[config.mk]
export PLATFORM = sky130hd
export DESIGN_NAME = rx_frame_controller_flat
export DESIGN_NICKNAME = d
export VERILOG_FILES = /design/src/rtl/uart_aes_pkg.sv /design/src/rtl/rx_frame_controller_if.sv /design/src/rtl/crc16_byte.sv /design/src/rtl/rx_frame_controller.sv /design/src/flat_wrapper.sv
export SDC_FILE = /design/constraint.sdc
export NUM_CORES = 1
export LEC_CHECK = 0
export CAP_MARGIN = 30
export CELL_PAD_IN_SITES_DETAIL_PLACEMENT = 0
export CELL_PAD_IN_SITES_GLOBAL_PLACEMENT = 1
export CORE_MARGIN = 3
export CORE_UTILIZATION = 30
export CTS_CLUSTER_SIZE = 10
export DETAILED_ROUTE_END_ITERATION = 12
export GPL_TIMING_DRIVEN = 0
export PLACE_DENSITY = 0.58
export SLEW_MARGIN = 20
export SYNTH_ARGS = -nofsm -noshare
export SYNTH_HDL_FRONTEND = slang
export SYNTH_SLANG_ARGS = --single-unit
export TNS_END_PERCENT = 50
[constraint.sdc]
create_clock -name clk -period 4.1 [get_ports clk]
set_input_delay 0.82 -clock clk [delete_from_list [all_inputs] [get_ports clk]]
set_output_delay 0.82 -clock clk [all_outputs]
set_load 0.005 [all_outputs]
[src/rtl/uart_aes_pkg.sv]
// Constants and types shared by the UART/AES frame controllers (Rx and Tx side).
package uart_aes_pkg;

    localparam int          BYTE_W     = 8;
    localparam logic [15:0] CRC16_POLY = 16'h1021;
    localparam logic [15:0] CRC16_INIT = 16'hFFFF;

    localparam int STATE_W = 3;

    typedef enum logic [STATE_W-1:0] {
        ST_IDLE    = 3'd0,
        ST_PAYLOAD = 3'd1,
        ST_CRC_HI  = 3'd2,
        ST_CRC_LO  = 3'd3,
        ST_CHECK   = 3'd4
    } rx_state_t;

endpackage

[src/rtl/rx_frame_controller_if.sv]
// Byte input and frame result bundle between the UART Rx side and the frame controller.
interface rx_frame_controller_if #(
    parameter int PAYLOAD_BYTES = 16
);
    import uart_aes_pkg::*;

    logic                              rx_valid;
    logic [BYTE_W-1:0]                 rx_data;
    logic                              rx_frame_err;
    logic [BYTE_W*PAYLOAD_BYTES-1:0]   frame_data;
    logic                              frame_valid;
    logic                              crc_err;
    logic                              timeout_err;
    logic                              line_err;
    logic                              busy;

    modport master (
        output rx_valid, rx_data, rx_frame_err,
        input  frame_data, frame_valid, crc_err, timeout_err, line_err, busy
    );

    modport slave (
        input  rx_valid, rx_data, rx_frame_err,
        output frame_data, frame_valid, crc_err, timeout_err, line_err, busy
    );

endinterface

[src/rtl/crc16_byte.sv]
// Combinational CRC-16/CCITT-FALSE step: folds one byte (MSB first) into the running CRC.
module crc16_byte
    import uart_aes_pkg::*;
(
    input  logic [15:0]       crc_in,
    input  logic [BYTE_W-1:0] data_in,
    output logic [15:0]       crc_out
);

    logic [15:0] c;

    always_comb begin
        c = crc_in ^ {data_in, 8'h00};
        for (int i = 0; i < BYTE_W; i++) begin
            c = c[15] ? ({c[14:0], 1'b0} ^ CRC16_POLY) : {c[14:0], 1'b0};
        end
        crc_out = c;
    end

endmodule

[src/rtl/rx_frame_controller.sv]
// Assembles UART bytes into payload + CRC16 frames, verifies the CRC and
// publishes good payloads; aborts on line errors and inter-byte timeouts.
module rx_frame_controller
    import uart_aes_pkg::*;
#(
    parameter int PAYLOAD_BYTES  = 16,
    parameter int TIMEOUT_CYCLES = 100000
) (
    input  logic clk,
    input  logic reset_n,
    rx_frame_controller_if.slave bus
);

    localparam int DATA_W = BYTE_W * PAYLOAD_BYTES;
    localparam int CNT_W  = $clog2(PAYLOAD_BYTES + 1);
    localparam int GAP_W  = $clog2(TIMEOUT_CYCLES + 1);
    localparam logic [GAP_W-1:0] GAP_MAX  = GAP_W'(TIMEOUT_CYCLES);
    localparam logic [GAP_W-1:0] GAP_LAST = GAP_W'(TIMEOUT_CYCLES - 1);
    localparam logic [CNT_W-1:0] CNT_LAST = CNT_W'(PAYLOAD_BYTES - 1);

    rx_state_t          state_reg, state_next;
    logic [CNT_W-1:0]   cnt_reg, cnt_next;
    logic [GAP_W-1:0]   gap_reg, gap_next;
    logic [15:0]        crc_reg, crc_next;
    logic [15:0]        rx_crc_reg, rx_crc_next;
    logic [DATA_W-1:0]  shift_reg, shift_next;
    logic [DATA_W-1:0]  frame_data_reg, frame_data_next;
    logic               frame_valid_reg, frame_valid_next;
    logic               crc_err_reg, crc_err_next;
    logic               timeout_err_reg, timeout_err_next;
    logic               line_err_reg, line_err_next;
    logic               busy_reg, busy_next;

    logic [15:0]        crc_seed;
    logic [15:0]        crc_upd;
    logic [DATA_W-1:0]  shift_in;
    logic               gap_expired;
    logic               to_idle;

    // A byte taken in IDLE or CHECK opens a new frame, so its CRC starts fresh.
    assign crc_seed    = (state_reg == ST_PAYLOAD) ? crc_reg : CRC16_INIT;
    assign shift_in    = {shift_reg[DATA_W-BYTE_W-1:0], bus.rx_data};
    assign gap_expired = (gap_reg >= GAP_LAST);

    crc16_byte u_crc (
        .crc_in  (crc_seed),
        .data_in (bus.rx_data),
        .crc_out (crc_upd)
    );

    always_comb begin
        state_next       = state_reg;
        cnt_next         = cnt_reg;
        gap_next         = gap_reg;
        crc_next         = crc_reg;
        rx_crc_next      = rx_crc_reg;
        shift_next       = shift_reg;
        frame_data_next  = frame_data_reg;
        frame_valid_next = 1'b0;
        crc_err_next     = 1'b0;
        timeout_err_next = 1'b0;
        line_err_next    = 1'b0;
        busy_next        = busy_reg;
        to_idle          = 1'b0;

        case (state_reg)
            ST_IDLE: begin
                if (bus.rx_valid) begin
                    shift_next = shift_in;
                    crc_next   = crc_upd;
                    cnt_next   = CNT_W'(1);
                    gap_next   = '0;
                    busy_next  = 1'b1;
                    state_next = ST_PAYLOAD;
                end
            end
            ST_PAYLOAD, ST_CRC_HI, ST_CRC_LO: begin
                if (bus.rx_frame_err) begin
                    line_err_next = 1'b1;
                    to_idle       = 1'b1;
                end else if (bus.rx_valid) begin
                    gap_next = '0;
                    if (state_reg == ST_PAYLOAD) begin
                        shift_next = shift_in;
                        crc_next   = crc_upd;
                        cnt_next   = cnt_reg + CNT_W'(1);
                        if (cnt_reg == CNT_LAST) state_next = ST_CRC_HI;
                    end else if (state_reg == ST_CRC_HI) begin
                        rx_crc_next[15:8] = bus.rx_data;
                        state_next        = ST_CRC_LO;
                    end else begin
                        rx_crc_next[7:0] = bus.rx_data;
                        state_next       = ST_CHECK;
                    end
                end else if (gap_expired) begin
                    timeout_err_next = 1'b1;
                    to_idle          = 1'b1;
                end else if (gap_reg != GAP_MAX) begin
                    gap_next = gap_reg + GAP_W'(1);
                end
            end
            ST_CHECK: begin
                if (bus.rx_frame_err) begin
                    line_err_next = 1'b1;
                    to_idle       = 1'b1;
                end else begin
                    if (crc_reg == rx_crc_reg) begin
                        frame_data_next  = shift_reg;
                        frame_valid_next = 1'b1;
                    end else begin
                        crc_err_next = 1'b1;
                    end
                    if (bus.rx_valid) begin
                        shift_next = shift_in;
                        crc_next   = crc_upd;
                        cnt_next   = CNT_W'(1);
                        gap_next   = '0;
                        state_next = ST_PAYLOAD;
                    end else begin
                        to_idle = 1'b1;
                    end
                end
            end
            default: to_idle = 1'b1;
        endcase

        if (to_idle) begin
            state_next = ST_IDLE;
            busy_next  = 1'b0;
            crc_next   = CRC16_INIT;
            cnt_next   = '0;
            gap_next   = '0;
        end
    end

    always_ff @(posedge clk or negedge reset_n) begin
        if (!reset_n) begin
            state_reg       <= ST_IDLE;
            cnt_reg         <= '0;
            gap_reg         <= '0;
            crc_reg         <= CRC16_INIT;
            rx_crc_reg      <= '0;
            shift_reg       <= '0;
            frame_data_reg  <= '0;
            frame_valid_reg <= 1'b0;
            crc_err_reg     <= 1'b0;
            timeout_err_reg <= 1'b0;
            line_err_reg    <= 1'b0;
            busy_reg        <= 1'b0;
        end else begin
            state_reg       <= state_next;
            cnt_reg         <= cnt_next;
            gap_reg         <= gap_next;
            crc_reg         <= crc_next;
            rx_crc_reg      <= rx_crc_next;
            shift_reg       <= shift_next;
            frame_data_reg  <= frame_data_next;
            frame_valid_reg <= frame_valid_next;
            crc_err_reg     <= crc_err_next;
            timeout_err_reg <= timeout_err_next;
            line_err_reg    <= line_err_next;
            busy_reg        <= busy_next;
        end
    end

    assign bus.frame_data  = frame_data_reg;
    assign bus.frame_valid = frame_valid_reg;
    assign bus.crc_err     = crc_err_reg;
    assign bus.timeout_err = timeout_err_reg;
    assign bus.line_err    = line_err_reg;
    assign bus.busy        = busy_reg;

endmodule

[src/flat_wrapper.sv]
// flat-port wrapper written by rule: the top's interface ports become plain ports
module rx_frame_controller_flat import uart_aes_pkg::*;
#(
    parameter int PAYLOAD_BYTES  = 16,
    parameter int TIMEOUT_CYCLES = 100000
)
  (clk, reset_n, bus_rx_valid, bus_rx_data, bus_rx_frame_err, bus_frame_data, bus_frame_valid, bus_crc_err, bus_timeout_err, bus_line_err, bus_busy);
  rx_frame_controller_if #(.PAYLOAD_BYTES(PAYLOAD_BYTES)) bus_i ();
  input  logic clk;
  input  logic reset_n;
  input wire logic [$bits(bus_i.rx_valid)-1:0] bus_rx_valid;
  input wire logic [$bits(bus_i.rx_data)-1:0] bus_rx_data;
  input wire logic [$bits(bus_i.rx_frame_err)-1:0] bus_rx_frame_err;
  output wire logic [$bits(bus_i.frame_data)-1:0] bus_frame_data;
  output wire logic [$bits(bus_i.frame_valid)-1:0] bus_frame_valid;
  output wire logic [$bits(bus_i.crc_err)-1:0] bus_crc_err;
  output wire logic [$bits(bus_i.timeout_err)-1:0] bus_timeout_err;
  output wire logic [$bits(bus_i.line_err)-1:0] bus_line_err;
  output wire logic [$bits(bus_i.busy)-1:0] bus_busy;
  assign bus_i.rx_valid = bus_rx_valid;
  assign bus_i.rx_data = bus_rx_data;
  assign bus_i.rx_frame_err = bus_rx_frame_err;
  assign bus_frame_data = bus_i.frame_data;
  assign bus_frame_valid = bus_i.frame_valid;
  assign bus_crc_err = bus_i.crc_err;
  assign bus_timeout_err = bus_i.timeout_err;
  assign bus_line_err = bus_i.line_err;
  assign bus_busy = bus_i.busy;
  rx_frame_controller #(.PAYLOAD_BYTES(PAYLOAD_BYTES), .TIMEOUT_CYCLES(TIMEOUT_CYCLES)) u_core (.clk(clk), .reset_n(reset_n), .bus(bus_i));
endmodule
# After elaboration in Yosys (flattened, before gate mapping)
# Index checks and enable logic that the tools add are counted.
# totals
ff_bits	318
in_bits	12
output_inout_bits	133
wordCells	126
# op_classes
addsub	2
order_cmp	1
eq_ne	18
muxes	65
bitwise_logic	12
n_reduce_logical	15
# ops
operator	n
$mux 128	5
$pmux 128 s3	1
$mux 17	7
$mux 16	7
$mux 13	8
$pmux 17 s3	1
$pmux 16 s3	1
$mux 5	6
$reduce_and 5->1	6
$mux 3	8
$not 3->3	8
$mux 1	18
$add 17x1->17 const B	1
$ge 17x17->1 const B	1
$ne 17x17->1 const B	1
$eq 16x16->1	1
$xor 16x16->16	1
$pmux 5 s3	1
$ne 3x2->1 const B	3
$pmux 3 s3	1
$eq 3x2->1 const B	2
$ne 2x2->1 const B	3
$add 5x1->5 const B	1
$eq 5x4->1 const B	1
17 further kinds	20

# Logic depth before layout (Yosys ltp)
# logic_depth
word_depth	24
mapped_depth	8
depth_no_buf	6

# By module
# From an unflattened synthesis, not the netlist that was laid out.
# hier_totals
cells_unflattened	896
area_unflattened_um2	13147.6
# by_module_without_submodules
mod	n_inst	cells_each	area_per_inst_um2	seq_area_each_um2
rx_frame_controller	1	871	12778.5	7977.7
crc16_byte	1	25	369.1	0.0

# Worst setup path before layout
# Ideal clock, no wire load.
# synth_path
path_kind	input to register
from	in bus_rx_frame_err
to	reg u_core.shift_reg[7]
setup_time_ns	0.125
arrival_time_ns	2.163
path_slack_ns	1.812
cell_stages	5
path_buffers	2
cell_sequence	maj3_1 nor3b_1 clkbuf_1 buf_2 mux2_2
# synth_via
elab_chain_len	2
word_cells_on_any_way	3
classes_between	eq/ne (2); reduce/logical (1)
# synth_lines
element	line_no	rtl
from (decl)	flat_wrapper.sv:13	input wire logic [$bits(bus_i.rx_frame_err)-1:0] bus_rx_frame_err;
$ne 2x2->1 (no line)	-	
$reduce_and 5->1 (no line) (*)	-	
to (signal assigned)	rx_frame_controller.sv:156	shift_reg <= shift_next;
to (decl)	rx_frame_controller.sv:26	logic [DATA_W-1:0] shift_reg, shift_next;
# Mark *: on every way between the ends. The rest lies on a longest branch, timed or not.
# A chain may end at the register's enable or synchronous reset.

# Final worst setup path
# layout_path
from	reg u_core.crc_reg[12]
to	reg u_core.frame_data_reg[123] (netlist: u_core.bus.frame_data[123])
# layout_via
elab_chain_len	2
# layout_lines
element	line_no	rtl
from (decl)	rx_frame_controller.sv:24	logic [15:0] crc_reg, crc_next;
from (signal assigned)	rx_frame_controller.sv:154	crc_reg <= crc_next;
$eq 16x16->1	rx_frame_controller.sv:107	if (crc_reg == rx_crc_reg) begin
$reduce_and 3->1 (no line)	-	
to (signal assigned)	rx_frame_controller.sv:157	frame_data_reg <= frame_data_next;
to (decl)	rx_frame_controller.sv:27	logic [DATA_W-1:0] frame_data_reg, frame_data_next;
# Every way passes these cells.

==> metrics.md <==
| Metric | Value |
|---|---|
| Crit Path Max Fanout | 10 |
| Layout Skew | 13.80 ps |
| Sw power | 2.647 mW |
| Unique masters post-synth | 54 |
| Io pins | 145 |
| CTS tree | done |
| Minimum clock period | 2954 ps |
| Die Ht | 213.6 um |
| Gr ovfl total | 0 |
| RSZ-0062 raised after global routing | false |
| Most frequent cells after synthesis | 302 x dfrtp_1, 264 x mux2_2, 49 x nand2_1 |
| Internal power | 6.903 mW |
| Mean Syn Cell Area | 14.58 um2 |
| DRT antenna net count | 0 |
| FF+latch count, synth | 318 |
| Iteration-0 DRC Markers | 307 |
| Routed wl met2 | 13790 um |
| Finished Cell Area | 16360 um2 |
| Post-route DRC | 0 |
| # hold bufs at CTS | 0 |
| Final nets | 1092 |
| Utilization after layout | 38.75% |
| Async set-or-reset flop fraction in the synthesized netlist | 100.0% |
| Max Used Layer | met4 |
| Achievable Freq | 338.5 MHz |
| Wire per inst | 18.51 um |
| First-pass GRT wire length | 48290 um |
| Num CTS Buffers | 40 |
| Crit. Startpoint | u_core.crc_reg[12] |
| Post-Route Setup TNS | 0 ps |
| Critical path class | reg -> reg |
| Largest net degree at the start of global routing | 94 |
| CP Data Arrival Time | 3370 ps |
| Hold Path Class | in -> async |
| LEAKAGE | 7.296 nW |
| Switching Fraction | 27.72% |
| Setup Viol. Count Final | 0 |
| Number of detailed-route iterations in the first pass | 4 |
| Design Power | 9.550 mW |
| CP startpoint kind | flop |
| Row count | 75 |
| Critical path endpoint category | flop |
| Slew @ Worst Pin | 966.5 ps |
| Top cell type's share of synthesized area | 58.43% |
| Metal-1 WL | 14300 um |
| Clock Power Share | 34.9% |
| Post-CTS sizing | 0 |
| Met3 routed wirelength | 1413 um |
| Die area | 45640 um2 |
| Layout cells sized above 1 | 35.28% |
| Total Wirelength | 30230 um |
| N_diodes | 0 |
| Post-synth EDFFs | 0 |
| Final-layout fill cell count | 4015 |
| Pwr dens | 583.6 nW/um2 |
| Cell count after synthesis | 887 |
| Max Cap Viol | 0 |
| Pins Over Slew Limit | 0 |
| Period utilisation layout | 72.05% |
| H-Tree Depth | 2 |
| DP HPWL | 20620 um |
| Routability cong. | 0.7645 |
| Via count | 7696 |
| Area added between synthesis and finish | 26.51% |
| Syn nets | 903 |
| Clk Latency, worst-skew pair | 540 ps |
| Root buffer cell | clkbuf_16 |
| Post-CTS Setup Repair Bufs | 0 |
| Via density | 4.713 |
| Port Buffer Count | 143 |
| Reg-to-Reg Start | u_core.crc_reg[12] |
| Worst-path clk slew | 60 ps |
| Synth area leaders | dfrtp_1 58%, mux2_2 23%, dfstp_2 3.3%, xnor2_1 2.4%, nand2_1 1.4% |
| Cell area after synthesis | 12930 um2 |
| Initial antenna violation count | 0 |
| DIE WIDTH | 213.6 um |
| Comb pwr share | 17.1% |
| CTS Buffer Depth | 3 |
| Primary FF master, synth | dfrtp_1 |
| Slew margin rel. | 34.99% |
| Register area share after synthesis | 61.68% |
| Yosys top cell by area | dfrtp_1 |
| Required time worst endpoint | 4520 ps |
| Share of power burned in registers | 48.0% |
| Placeable Area | 42230 um2 |
| GRT Util Overall | 13.58% |
| Initial Utilization | 30.63% |
| CTS Sinks | 318 |
| Vias in the first global route | 8187 |
| Count leader, synth | dfrtp_1 |
| Yosys Warn Count | 0 |
| Final hold viol count | 0 |
| Outcome | complete, no violations |
| Placed cell areas | 15140 um2 |
| VDD IR max | 261.3 uV |
-- stage by stage --
step / std cells / setup WS, ps / hold WS, ps
2_1_floorplan: 887 / 1812 / 466.5
3_3_place_gp: 1569 / -12310 / 487.3
3_5_place_dp: 1572 / 615.9 / 488.8
4_1_cts: 1632 / 1017 / 244.7
5_1_grt: 1633 / 865.9 / 260.9
6_report: 1633 / 1146 / 243.2
-- placed cells by master, fill, tap and decap left out, types with 5 or more instances in the layout --
cell type	n
nor4b_1	9
nand4_1	17
dfrtp_1	302
o21ai_0	9
dfstp_2	16
clkdlybuf4s50_1	142
a21oi_1	7
o211ai_1	17
nand2_1	49
xor2_1	15
mux2_2	264
clkbuf_1	18
inv_1	10
xnor2_1	36
or4_1	5
buf_6	11
nor2_1	30
buf_2	23
clkbuf_8	6
clkbuf_16	41
-- final timing paths --
path / endpoint / slack, ps / depth (start not counted)
setup reg to reg: u_core.bus.frame_data[123] / 1150 / 8
setup / recovery: u_core.bus.frame_data[123] / 1150 / 8
hold reg to reg: u_core.rx_crc_reg[4] / 500 / 2
max in group asynchronous: u_core.shift_reg[72] / 2620 / 3
min in group clk: u_core.rx_crc_reg[4] / 500 / 2
hold / removal: u_core.shift_reg[11] / 240 / 1
-- power groups by stage --
stage	registers, mW	logic [mW]	clock network [mW]
2_1_floorplan	4.33	1.32	0
3_3_place_gp	4.66	1.60	0
3_5_place_dp	4.67	1.65	0
4_1_cts	4.61	1.66	3.46
5_1_grt	4.72	1.82	3.58
6_report	4.58	1.63	3.33
-- worst max-delay path, cell delays in order (launching register included) --
cell and delay, ps:
dfstp_2 510, clkbuf_1 270, xnor2_1 160, nand4_1 150, nor4_1 590, nand4b_1 300, buf_2 350, buf_6 230
mux2_2 270
-- final cells by class --
| cell class | instances | area, um2 | share of cell area, % |
|---|---|---|---|
| buffer | 45 | 280.3 | 1.713 |
| clock buffer | 54 | 1135 | 6.935 |
| clock inverter | 6 | 87.58 | 0.5352 |
| inverter | 11 | 41.29 | 0.2523 |
| multi-input combinational | 513 | 4644 | 28.38 |
| sequential | 318 | 7978 | 48.75 |
| tap | 539 | 674.4 | 4.121 |
| timing repair buffer | 147 | 1524 | 9.313 |
-- metal layers --
layer,global-route usage [%],up-vias
met5,0,-
met4,4.809,0
met3,2.911,52
met2,21.00,159
met1,18.98,3950
li1,-,3535
-- cells by family (layout without fill, tap and decap cells) --
group                      Yosys count  count (layout)  share of synthesized area [%]
DFF                                318             318                          61.68
AOI/OAI and AO/OA                   53              53                          3.221
adders and majority gates            5               5                         0.4643
and+or+nand+nor                    140             140                          5.717
buffers and inverters               56             263                          2.486
muxes                              264             264                          22.98
xor gates and xnor gates            51              51                          3.453
(Power assumes the default switching activity.)
